`config.mk`:
```
export PLATFORM = sky130hd
export DESIGN_NAME = melody_sequencer
export DESIGN_NICKNAME = d
export VERILOG_FILES = /design/src/rtl/melody_sequencer.sv
export SDC_FILE = /design/constraint.sdc
export NUM_CORES = 1
export LEC_CHECK = 0
export ABC_AREA = 1
export CORE_MARGIN = 2
export CORE_UTILIZATION = 40
export DETAILED_ROUTE_END_ITERATION = 12
export GPL_TIMING_DRIVEN = 0
export HOLD_SLACK_MARGIN = 0.1
export PLACE_DENSITY = 0.56
export SLEW_MARGIN = 30
export SYNTH_ARGS = -nofsm -noshare
export SYNTH_HDL_FRONTEND = slang
export SYNTH_SLANG_ARGS = --single-unit
export TNS_END_PERCENT = 50
```
`constraint.sdc`:
```
create_clock -name clk -period 4.2 [get_ports clk]
set_clock_uncertainty 0.1 [all_clocks]
set_input_delay 0.42 -clock clk [delete_from_list [all_inputs] [get_ports clk]]
set_output_delay 0.42 -clock clk [all_outputs]
set_load 0.02 [all_outputs]
```
`src/rtl/melody_sequencer.sv`:
```
// melody_sequencer: plays a fixed 16-step song by driving a one-hot
// enable toward the per-note tone generators. Each step holds its note
// for dur*BEAT_CYCLES cycles, and the last GAP_CYCLES of that time are
// silent so that repeated notes are heard as separate notes.
//
// Handshake: there is none. play, stop and loop are plain levels that are
// sampled on every rising clk edge. All outputs come from flops and
// change only on a clk edge.
module melody_sequencer #(
    parameter int unsigned BEAT_CYCLES = 25_000_000,
    parameter int unsigned GAP_CYCLES  = 1_000_000
) (
    input  logic       clk,
    input  logic       rst_n,
    input  logic       play,
    input  logic       stop,
    input  logic       loop,
    output logic [6:0] note_en,
    output logic       busy,
    output logic [3:0] step,
    output logic       done,
    output logic [1:0] state_dbg
);

    typedef enum logic [1:0] {
        ST_IDLE = 2'd0,
        ST_NOTE = 2'd1,
        ST_GAP  = 2'd2
    } state_t;

    localparam logic [31:0] BEAT32   = 32'(BEAT_CYCLES);
    localparam logic [31:0] GAP32    = 32'(GAP_CYCLES);
    localparam logic [2:0]  CODE_REST = 3'd7;

    // Song table. Each entry is {note code, duration in beats}.
    // Codes 0..6 are C..B and code 7 is a rest.
    function automatic logic [5:0] song_rom(input logic [3:0] idx);
        logic [5:0] e;
        case (idx)
            4'd0:    e = {3'd2, 3'd1};  // E
            4'd1:    e = {3'd2, 3'd1};  // E
            4'd2:    e = {3'd3, 3'd1};  // F
            4'd3:    e = {3'd4, 3'd1};  // G
            4'd4:    e = {3'd4, 3'd1};  // G
            4'd5:    e = {3'd3, 3'd1};  // F
            4'd6:    e = {3'd2, 3'd1};  // E
            4'd7:    e = {3'd1, 3'd1};  // D
            4'd8:    e = {3'd0, 3'd1};  // C
            4'd9:    e = {3'd0, 3'd1};  // C
            4'd10:   e = {3'd1, 3'd1};  // D
            4'd11:   e = {3'd2, 3'd1};  // E
            4'd12:   e = {3'd2, 3'd2};  // E, two beats
            4'd13:   e = {3'd1, 3'd1};  // D
            4'd14:   e = {3'd1, 3'd2};  // D, two beats
            default: e = {CODE_REST, 3'd1};  // closing rest
        endcase
        return e;
    endfunction

    state_t      state_q, state_d;
    logic [3:0]  step_q, step_d;
    logic [31:0] cnt_q, cnt_d;
    logic [6:0]  note_en_q, note_en_d;
    logic        busy_q, busy_d;
    logic        done_q, done_d;

    logic [5:0]  cur_entry;
    logic [5:0]  nxt_entry;
    logic [31:0] step_len;
    logic [31:0] note_len;
    logic        song_end;

    // Step length of the current step, measured at 32-bit width.
    always_comb begin
        cur_entry = song_rom(step_q);
        step_len  = {29'd0, cur_entry[2:0]} * BEAT32;
        note_len  = step_len - GAP32;
    end

    // State register: the FSM flops and all output flops.
    always_ff @(posedge clk) begin
        if (!rst_n) begin
            state_q   <= ST_IDLE;
            step_q    <= 4'd0;
            cnt_q     <= 32'd0;
            note_en_q <= 7'd0;
            busy_q    <= 1'b0;
            done_q    <= 1'b0;
        end else begin
            state_q   <= state_d;
            step_q    <= step_d;
            cnt_q     <= cnt_d;
            note_en_q <= note_en_d;
            busy_q    <= busy_d;
            done_q    <= done_d;
        end
    end

    // Next state. stop overrides everything except reset. cnt_q counts
    // cycles from the start of the current step.
    always_comb begin
        state_d  = state_q;
        step_d   = step_q;
        cnt_d    = cnt_q;
        song_end = 1'b0;
        case (state_q)
            ST_IDLE: begin
                if (play && !stop) begin
                    state_d = ST_NOTE;
                    step_d  = 4'd0;
                    cnt_d   = 32'd0;
                end
            end
            ST_NOTE: begin
                if (stop) begin
                    state_d = ST_IDLE;
                    step_d  = 4'd0;
                    cnt_d   = 32'd0;
                end else begin
                    cnt_d = cnt_q + 32'd1;
                    if (cnt_q == note_len - 32'd1) begin
                        state_d = ST_GAP;
                    end
                end
            end
            ST_GAP: begin
                if (stop) begin
                    state_d = ST_IDLE;
                    step_d  = 4'd0;
                    cnt_d   = 32'd0;
                end else if (cnt_q == step_len - 32'd1) begin
                    cnt_d = 32'd0;
                    if (step_q != 4'd15) begin
                        state_d = ST_NOTE;
                        step_d  = step_q + 4'd1;
                    end else if (loop) begin
                        state_d = ST_NOTE;
                        step_d  = 4'd0;
                    end else begin
                        state_d  = ST_IDLE;
                        step_d   = 4'd0;
                        song_end = 1'b1;
                    end
                end else begin
                    cnt_d = cnt_q + 32'd1;
                end
            end
            default: begin
                state_d = ST_IDLE;
                step_d  = 4'd0;
                cnt_d   = 32'd0;
            end
        endcase
    end

    // Outputs are computed from the next state so that the registered
    // values line up with the state they describe.
    always_comb begin
        nxt_entry = song_rom(step_d);
        note_en_d = 7'd0;
        if (state_d == ST_NOTE && nxt_entry[5:3] != CODE_REST) begin
            note_en_d = 7'd1 << nxt_entry[5:3];
        end
        busy_d = (state_d != ST_IDLE);
        done_d = song_end;
    end

    assign note_en   = note_en_q;
    assign busy      = busy_q;
    assign step      = step_q;
    assign done      = done_q;
    assign state_dbg = state_q;

endmodule

```
==> impl_metrics.ini <==
[outcome]
status = finished clean

[final_layout]
register_area_um2 = 981
drive_above_1_share_pct = 9.78
utilization_pct = 45.5
diodes = 0
n_fill_cell = 1084
final_nets = 698
design_area_um2 = 4400
multiInputGateArea_um2 = 2550
syn_to_final_growth_pct = 11.6

[global_route]
overflow = 0
grt_pass1_vias = 3943
grt_max_degree = 19
antenna_found_initial = 0
grt_pass1_wl_mm = 19.3
gr-usage-all-layers_pct = 23.3

[worst_setup_path]
cpMostUsedCell = nand2_1
critPathArrivalTime_ns = 3.88
critPathMaxFanout = 9
r2r_cells = 20
crit_slowest_cell = dfxtp_1
start_kind = register
worstPathCellList = inv_1 > ha_1 > inv_2 > ha_1 > inv_1 > nand2_1 > nand2_1 > nand3_1 > nor2_1 > nand3_2 > nand2_1 > nand2_2 > o21ai_4 > nand2_2 > ha_1 > nand3b_1 > nand3_1 > nand2_1 > nand2_1 > nor2_1
required_ns = 4.33
critPathMaxStageDelay_ns = 0.52
worst_setup_path_end_kind = register
worstSetupPathType = reg -> reg

[min_path]
whs_path_depth = 2
hp-class = reg -> reg

[floorplan]
die_area_um2 = 10700
io_pins = 20
std_cell_rows = 36
die_w_um = 103
start_util_pct = 40.7
die_h_um = 103
core_area_um2 = 9680

[synthesis]
syn_inst = 648
synthSimpleGateAreaFrac_pct = 46.7
synth_adder_area_share_pct = 6.03
synth_compound_area_share_pct = 7.61
synth_enable_flop_cells = 0
ys_ff_latch = 49
syn-num-nets = 672
yosysTopAreaCellShare_pct = 24.9
yosysMostFrequentCell = nand2_1
ys.flop_type = dfxtp_1
netlist_top_cells_area = dfxtp_1 25%, nand2_1 18%, nor2_1 8.5%, inv_1 6.8%, ha_1 6.0%
syn-cell-area_um2 = 3940
yosys.area.top_type = dfxtp_1
synth_top_family_by_area = simple AND/OR/NAND/NOR gates
yosysWarnings = 0
synth_area_per_cell_um2 = 6.09
muxShareOfSynthArea_pct = 0
synth_common_cells = 192 x nand2_1, 89 x nor2_1, 71 x inv_1
yosys.area_share.xor_xnor_pct = 4.44
yosysUniqueCellTypes = 36
ys_seq_area_share_pct = 24.9
synth-async-reset-ratio_pct = 0

[clock_tree]
clock_sinks = 49
path_clk_slew_ns = 0.11
cts_hold_buffers = 0
cts-buffers-inserted = 5
htreeDepth = 2
cts_resized = 0
clkLatencyLatePin_ns = 0.33
cts_tree = yes
root_buffer = clkbuf_8
cts_setup_buffers = 0
clock_tree.buffer_depth = 2

[pwr]
ir_worst_vdd_v = 0.000122
internal_power_mw = 0.605
power_density_nw_per_um2 = 190
power.switching_mw = 0.231
clkPwrFrac_pct = 38.5
power_switching_share_pct = 27.7
p_comb_share_pct = 5.5
p_leak_nw = 1.89
pwr-share-seq_pct = 56.0

[sta]
setup_viol = 0
drv_slew = 0
grt_setup_unrepaired = no
max_freq_ghz = 0.266
worst_slew_pin_slew_ns = 0.623
relSlewSlack_pct = 58.1
hold_viol_final = 0
tns_ns = 0
min_period_ns = 3.75
period_share_pct = 89.4

[drt]
drc_errors = 0
ant_nets = 0
vias_per_cell = 5.06
wl_per_cell_um = 14.4
wirelength_mm = 11.6
firstDrtPassIters = 5
first_iter_violations = 218
vias = 4088

[job]
cap_viol_max_count = 0

[placement]
portBuffers = 19
dpl_cell_area_um2 = 4300
hpwl_mm = 9.32
gp_congestion = 0.938
layout make-up:
cell class                      count  share of cell area, %
Sequential cell                    49                   22.3
Clock buffer                        5                   1.56
Clock inverter                      3                  0.767
Multi-Input combinational cell    498                   58.0
Tap cell                          133                   3.78
Buffer                             17                   2.10
Timing Repair Buffer               19                   4.32
Inverter                           84                   7.16
routing by layer:
metal  wire length, um  GRT usage [%]  up-vias
met5                 0              0        -
met4               350           8.60        0
met3               583           3.83       27
met2              5070           37.5       92
met1              5590           31.6     1855
li1                  -              -     2114
power by group through the flow:
| stage | logic (mW) | clock network (mW) | registers (mW) |
|---|---|---|---|
| after floorplan | 0.0236 | 0 | 0.481 |
| after global placement | 0.0464 | 0 | 0.479 |
| after detailed placement | 0.0468 | 0 | 0.479 |
| after CTS | 0.0469 | 0.331 | 0.468 |
| after global routing | 0.0517 | 0.341 | 0.468 |
| final | 0.0464 | 0.322 | 0.468 |
through the flow:
step	total power, mW	hold slack (ns)	worst slack [ns]	cells
2_1_floorplan	0.505	0.345	1.09	648
3_3_place_gp	0.525	0.352	0.501	800
3_5_place_dp	0.525	0.359	0.465	800
4_1_cts	0.846	0.376	0.451	808
5_1_grt	0.861	0.407	0.148	808
6_report	0.836	0.373	0.446	808
flip-flops by register name, summed over array words and instances (netlist names):
signal     cells
busy           1
step           4
done           1
note_en        7
cnt_q         32
state_dbg      2
cur_entry      2
worst max-delay path: cells and delay by family (launching register included):
kind	cells	cell delay, ns
adder cells (fa/ha/maj)	3	0.91
buffers and inverters	3	0.51
flip-flops	1	0.52
AO/OA/AOI/OAI	1	0.23
AND/OR/NAND/NOR	13	1.38
layout by cell type, fill, tap and decap left out, types with 2 or more instances in the layout:
cell type / synthesis / routed
o22ai_1: 5 / 5
o21ai_0: 10 / 10
nand2_1: 192 / 192
or2_2: 3 / 3
inv_1: 71 / 71
a211oi_1: 2 / 2
nand4_1: 18 / 18
nor3_2: 3 / 3
nand3_2: 3 / 3
nor2_4: 4 / 4
nor2_1: 89 / 89
clkbuf_1: 7 / 7
nor3_1: 10 / 10
nor4_1: 6 / 6
buf_2: 5 / 5
buf_4: 4 / 4
nand2_2: 13 / 13
inv_2: 13 / 13
dfxtp_1: 49 / 49
ha_1: 19 / 19
a21oi_1: 34 / 34
nand3_1: 46 / 46
xor2_1: 16 / 16
clkinv_4: 0 / 2
nand2_4: 4 / 4
nor2_2: 2 / 2
xnor2_1: 4 / 4
clkbuf_8: 0 / 5
nand3b_1: 6 / 6
o21ai_1: 2 / 2
clkdlybuf4s50_1: 0 / 19
cells by family after synthesis:
| family | Yosys count |
|---|---|
| DFF | 49 |
| buffers and inverters | 101 |
| adders and majority gates | 19 |
| AOI/OAI and AO/OA | 55 |
| xor gates and xnor gates | 20 |
| and+or+nand+nor | 404 |
final timing paths:
| kind | startpoint | end | slack [ns] |
|---|---|---|---|
| worst max-delay path | cur_entry[0] | note_en[0] | 0.45 |
| worst min-delay path | cnt_q[3] | cnt_q[3] | 0.37 |
| worst max register to register | cur_entry[0] | note_en[0] | 0.45 |
| worst min register to register | cnt_q[3] | cnt_q[3] | 0.37 |
No activity file was read; power rests on OpenSTA's default activity.
